`src/rtl/trap_sequencer.sv`:
```
// Machine-mode trap entry / mret sequencer: writes mepc, mcause, mtval in turn,
// then issues a one-cycle redirect to mtvec (trap) or mepc (mret).
module trap_sequencer #(
  parameter logic [11:0] CSR_NUM_MEPC   = 12'h341,
  parameter logic [11:0] CSR_NUM_MCAUSE = 12'h342,
  parameter logic [11:0] CSR_NUM_MTVAL  = 12'h343
) (
  input  logic        i_Clock,
  input  logic        i_Reset_n,
  input  logic        i_TrapValid,
  input  logic [2:0]  i_ExceptionSource,
  input  logic [31:0] i_TrapPc,
  input  logic [31:0] i_TrapValue,
  input  logic        i_MretValid,
  input  logic [31:0] i_mtvec,
  input  logic [31:0] i_mepc,
  output logic        o_Ready,
  output logic        o_CsrWriteEnable,
  output logic [11:0] o_CsrNumber,
  output logic [31:0] o_CsrWriteData,
  output logic        o_Flush,
  output logic        o_RedirectValid,
  output logic [31:0] o_RedirectPc,
  output logic [2:0]  o_DbgState
);

  // Handshake: a request is taken on the rising edge where it is valid and
  // o_Ready is high; requests seen while o_Ready is low are dropped, not held.
  typedef enum logic [2:0] {
    S_IDLE     = 3'd0,
    S_W_EPC    = 3'd1,
    S_W_CAUSE  = 3'd2,
    S_W_TVAL   = 3'd3,
    S_REDIRECT = 3'd4
  } state_e;

  state_e      state_q, state_d;
  logic [31:0] pc_q, pc_d;
  logic [31:0] tval_q, tval_d;
  logic [3:0]  cause_q, cause_d;
  logic [31:0] target_q, target_d;

  function automatic logic [3:0] map_cause(input logic [2:0] src);
    case (src)
      3'd0:    map_cause = 4'd0;
      3'd1:    map_cause = 4'd1;
      3'd2:    map_cause = 4'd2;
      3'd3:    map_cause = 4'd3;
      3'd4:    map_cause = 4'd4;
      3'd5:    map_cause = 4'd6;
      3'd6:    map_cause = 4'd11;
      default: map_cause = 4'd2;
    endcase
  endfunction

  always_ff @(posedge i_Clock or negedge i_Reset_n) begin
    if (!i_Reset_n) begin
      state_q  <= S_IDLE;
      pc_q     <= '0;
      tval_q   <= '0;
      cause_q  <= '0;
      target_q <= '0;
    end else begin
      state_q  <= state_d;
      pc_q     <= pc_d;
      tval_q   <= tval_d;
      cause_q  <= cause_d;
      target_q <= target_d;
    end
  end

  always_comb begin
    state_d  = state_q;
    pc_d     = pc_q;
    tval_d   = tval_q;
    cause_d  = cause_q;
    target_d = target_q;
    case (state_q)
      S_IDLE: begin
        // Trap takes priority over a same-cycle mret; mtvec mode bits ignored.
        if (i_TrapValid) begin
          pc_d     = i_TrapPc;
          tval_d   = i_TrapValue;
          cause_d  = map_cause(i_ExceptionSource);
          target_d = {i_mtvec[31:2], 2'b00};
          state_d  = S_W_EPC;
        end else if (i_MretValid) begin
          target_d = {i_mepc[31:2], 2'b00};
          state_d  = S_REDIRECT;
        end
      end
      S_W_EPC:    state_d = S_W_CAUSE;
      S_W_CAUSE:  state_d = S_W_TVAL;
      S_W_TVAL:   state_d = S_REDIRECT;
      S_REDIRECT: state_d = S_IDLE;
      default:    state_d = S_IDLE;
    endcase
  end

  always_comb begin
    o_Ready          = 1'b0;
    o_CsrWriteEnable = 1'b0;
    o_CsrNumber      = '0;
    o_CsrWriteData   = '0;
    o_Flush          = 1'b1;
    o_RedirectValid  = 1'b0;
    o_RedirectPc     = '0;
    case (state_q)
      S_IDLE: begin
        o_Ready = 1'b1;
        o_Flush = 1'b0;
      end
      S_W_EPC: begin
        o_CsrWriteEnable = 1'b1;
        o_CsrNumber      = CSR_NUM_MEPC;
        o_CsrWriteData   = {pc_q[31:2], 2'b00};
      end
      S_W_CAUSE: begin
        o_CsrWriteEnable = 1'b1;
        o_CsrNumber      = CSR_NUM_MCAUSE;
        o_CsrWriteData   = {28'd0, cause_q};
      end
      S_W_TVAL: begin
        o_CsrWriteEnable = 1'b1;
        o_CsrNumber      = CSR_NUM_MTVAL;
        o_CsrWriteData   = tval_q;
      end
      S_REDIRECT: begin
        o_RedirectValid = 1'b1;
        o_RedirectPc    = target_q;
      end
      default: begin
        o_Ready = 1'b1;
        o_Flush = 1'b0;
      end
    endcase
  end

  assign o_DbgState = state_q;

endmodule

```
`config.mk`:
```
export PLATFORM = sky130hd
export DESIGN_NAME = trap_sequencer
export DESIGN_NICKNAME = d
export VERILOG_FILES = /design/src/rtl/trap_sequencer.sv
export SDC_FILE = /design/constraint.sdc
export NUM_CORES = 1
export LEC_CHECK = 0
export ABC_AREA = 1
export ABC_CLOCK_PERIOD_IN_PS = 4200
export CORE_ASPECT_RATIO = 0.5
export CORE_MARGIN = 4
export CORE_UTILIZATION = 33
export CTS_CLUSTER_SIZE = 25
export DETAILED_ROUTE_END_ITERATION = 7
export PLACE_DENSITY = 0.69
export SLEW_MARGIN = 20
export SYNTH_ARGS = -nofsm -noshare
export SYNTH_HDL_FRONTEND = slang
export SYNTH_SLANG_ARGS = --single-unit
```
`constraint.sdc`:
```
create_clock -name i_Clock -period 4.2 [get_ports i_Clock]
set_clock_uncertainty 0.05 [all_clocks]
set_input_delay 1.26 -clock i_Clock [delete_from_list [all_inputs] [get_ports i_Clock]]
set_output_delay 1.26 -clock i_Clock [all_outputs]
set_load 0.01 [all_outputs]
```
# [Word-level counts from Yosys, hierarchy flattened]
# Index checks and enable logic that the tools add are counted.
[op_classes] eq_ne=10 mux=13 n_reduce_logical=7
[op_table] op="32-bit 2-to-1 mux" count=3
[op_table] op="32-bit one-hot mux with 3 select lines" count=1
[op_table] op="10-bit one-hot mux with 3 select lines" count=1
[op_table] op="4-bit one-hot mux with 6 select lines" count=1
[op_table] op="3-bit equality test (second input constant)" count=4
[op_table] op="3-bit one-hot mux with 4 select lines" count=1
[op_table] op="3-bit by 2-bit equality test with 1-bit output (second input constant)" count=3
[op_table] op="3-bit by 1-bit equality test with 1-bit output (second input constant)" count=2
[op_table] op="3-bit logical NOT" count=2
[op_table] op="3-bit 2-to-1 mux" count=2
[op_table] op="1-bit 2-to-1 mux" count=4
[op_table] op="2-bit AND reduction" count=2
[op_table] op="4-bit OR reduction" count=1
[op_table] op="3-bit != test (second input constant)" count=1
[op_table] op="3-bit OR reduction" count=1
[op_table] op="2-bit nonzero test" count=1
[word_totals] register_bits=103 output_inout_bits=83 elab_cells=35

# [Logic depth before layout (Yosys ltp)]
[logic_depth] word_depth=3 ltp_mapped=7

# [Worst setup path after synthesis]
# No wires, ideal clock.
[synth_timing] kind="register -> output" from="reg state_q[2] (netlist: o_DbgState[2])" to="out o_CsrWriteData[26]" t_arrival_ns=1.290 required_ns=2.890 setup_slack_ns=1.600 stages_incl_launch_ff=8 path_buffers=2 cell_sequence="dfrtp_1 inv_2 buf_2 nand2_1 inv_2 buf_2 nand3_1 nand2_1"
[synth_between] elab_chain_len=2 word_cells_on_any_way=4
[synth_lines] item="start, declared" line="37" rtl="state_e state_q, state_d;"
[synth_lines] item="start signal, assigned" line="64" rtl="state_q <= state_d;"
[synth_lines] item="3-bit by 2-bit equality test with 1-bit output / 3-bit by 1-bit equality test with 1-bit output (equally long branches)" line="108" rtl="case (state_q)"
[synth_lines] item="32-bit one-hot mux with 3 select lines (*)" line="108"
[synth_lines] item="end, declared" line="20" rtl="output logic [31:0] o_CsrWriteData,"
# Mark *: on every way between the ends. The rest lies on a longest branch, timed or not.

# [Worst setup path after layout]
[layout_timing] from="reg state_q[1] (netlist: o_DbgState[1])" to="out o_RedirectPc[7]"
[layout_between] elab_chain_len=2
[layout_lines] item="3-bit equality test" line="108"
[layout_lines] item="32-bit 2-to-1 mux" line="108"
[layout_lines] item="end, declared" line="23" rtl="output logic [31:0] o_RedirectPc,"
# No other way between the ends.

==> impl_metrics.toml <==
[outcome]
status = "finished, final reports clean"

[detailed_routing]
wl_microns = 14800
drt_iter0_markers = 217
wl_per_cell_microns = 13.4
drc = 0
antenna_left = 0
drt_first_pass_iters = 4
via_per_inst = 4.44
vias = 4913

[yosys]
ys.flop_type = "dfrtp_1"
synth_edf_count = 0
synth_common_cells = "nand2_1, dfrtp_1, nand3_1"
synth-seq-cells = 99
syn_area_sq_um = 5020
synthCells = 723
yosys_warnings = 0
synth_area_per_cell_sq_um = 6.95
synth_top_cell_by_area = "dfrtp_1"
yosysSeqAreaShare = 0.493
ys_async_sr_fraction = 1.00
synth_top_area_share = 0.493
yosys-top-cells-area = "dfrtp_1, nand2_1, nand3_1"
yosysMostFrequentCell = "nand2_1"
synth_cell_types = 19

[cts]
clock_path_buffers = 2
cts_resized = 0
cts_hold_buffers = 0
path_clk_slew_ns = 0.06
htreeDepth = 3
clock-sinks = 99
cts_buffers = 9
clkLatencyLatePin_ns = 0.34
clock-root-buffer = "clkbuf_16"
tritoncts = "done"
post_cts_buffers = 0

[critical_path]
start_kind = "flip-flop"
cpMaxStageDelayCell = "clkdlybuf4s50_1"
cp.required_ns = 2.89
cp_data_arrival_time_ns = 2.49
end_kind = "primary output"
path_cells = "nor2_4, nand2_1, buf_4, nor2_1, clkdlybuf4s50_1"
slowest_delay_ns = 0.57
crit_type = "reg -> out"
critPathMaxFanout = 17

[placed_design]
numPortBuffers = 202
gp_congestion = 0.791
hpwl_microns = 10500

[sta]
fin_tns_setup_ns = 0
timing.final.hold_violations = 0
maxSlewViolCount = 0
fin_crit_sh = 0.905
period_needed_ns = 3.80
grt_setup_unrepaired = "no"
finalSetupViolCount = 0
relSlewSlack = 0.509
worst_pin_slew_ns = 0.736
hold_slack_ns = 0.429
fmax_ghz = 0.263

[pwr]
seqPwrFrac = 0.362
p_clk_frac = 0.206
cellLeakagePower_uw = 0.00384
p_sw_uw = 1720
swShare = 0.375
p_per_area_nw_per_um2 = 615
ir_worst_vdd_v = 0.000213
p_comb_frac = 0.432
internal-power_uw = 2870

[worst_hold_path]
min_path_type = "reg -> reg"

[floorplan]
core_sq_um = 14700
fp-row-count = 31
die_x_microns = 182
io_pins = 218
dieArea_sq_um = 17400
die_h_microns = 95.2
start_util = 0.342

[layout]
antenna_cells = 0
areaGrowthSynthToFinish_pct = 48.4
drive_above_1_share = 0.0419
fill_cells = 1441
nNetsFinal = 1038

[flow_run]
drv_cap = 0

[grt]
grt_pass1_wl_microns = 24400
grt_start_max_net_pins = 71
gr-total-overflow = 0
antenna_found_initial = 0
track_usage = 0.172
grt_pass1_vias = 4960
routing by layer:
metal | GRT usage | share of wire
met5 | 0 | 0
met3 | 0.0381 | 0.049
met4 | 0.0493 | 0.019
met1 | 0.208 | 0.42
met2 | 0.313 | 0.51
final timing paths:
check | start | end | depth (start not counted) | slack (ns)
max in group asynchronous | i_Reset_n | target_q[24] | 2 | 2.34
max reg2reg | o_DbgState[1] | target_q[22] | 5 | 2.19
max | o_DbgState[1] | o_RedirectPc[7] | 5 | 0.40
min | tval_q[23] | tval_q[23] | 2 | 0.43
min in group asynchronous | i_Reset_n | tval_q[12] | 1 | 0.94
min reg2reg | tval_q[23] | tval_q[23] | 2 | 0.43
registers in the layout (all words and copies together), names as in the netlist:
| signal | count |
|---|---|
| cause_q | 4 |
| tval_q | 32 |
| pc_q | 30 |
| o_DbgState | 3 |
| target_q | 30 |
through the flow:
stage,setup slack [ns],instances,area [sq um],util,power [uW]
after floorplan,1.60,731,5050,-,2840
after CTS,0.364,1106,7450,0.507,4650
after global placement,0.752,1090,7110,0.484,3620
after global routing,0.202,1106,7450,0.507,4970
final,0.400,1106,7450,0.507,4580
after detailed placement,0.747,1090,7110,0.484,3680
power by group through the flow:
stage               logic, uW  registers [uW]  clock network [uW]
finish                   1980            1660                 943
global route             2240            1720                1010
CTS                      2020            1660                 976
detailed placement       2010            1670                   0
global placement         1970            1650                   0
floorplan                1230            1610                   0
kinds of logic (layout without fill, tap and decap cells):
logic type	Yosys count	in the layout	synth area share
other	1	9	0.000746
and+or+nand+nor	523	523	0.410
DFF	99	99	0.493
buffers and inverters	93	270	0.0892
AOI/OAI and AO/OA	7	7	0.00697
cell usage in the layout (no fill, tap or decap):
cell,netlist,routed
nand2_1,439,439
nand4_1,4,4
a21oi_1,3,3
conb_1,1,9
clkbuf_8,0,1
clkbuf_1,11,1
inv_2,4,4
o21ai_1,4,4
nand3_2,1,1
nand2_2,1,1
nor2_1,36,35
nand3_1,38,38
clkdlybuf4s50_1,0,201
clkinv_2,0,2
nor2_2,0,1
nor2_4,2,2
buf_4,20,12
bufinv_16,0,3
nor3_4,1,1
clkbuf_16,0,9
or2_2,1,1
dfrtp_1,99,99
inv_1,37,37
worst max-delay path: cells and delay by family (launching register included):
family / cells / cell delay, ns
buffers and inverters: 2 / 0.91
AND/OR/NAND/NOR: 3 / 0.70
flip-flops: 1 / 0.54
final cells by class:
class | instances | area (sq um) | area share
Clock buffer | 11 | 243 | 0.0326
Multi-Input combinational cell | 539 | 2130 | 0.286
Clock inverter | 5 | 100 | 0.0134
Sequential cell | 99 | 2480 | 0.332
Tap cell | 198 | 248 | 0.0332
Timing Repair Buffer | 213 | 2100 | 0.282
Inverter | 41 | 154 | 0.0206
(Power assumes the default switching activity.)
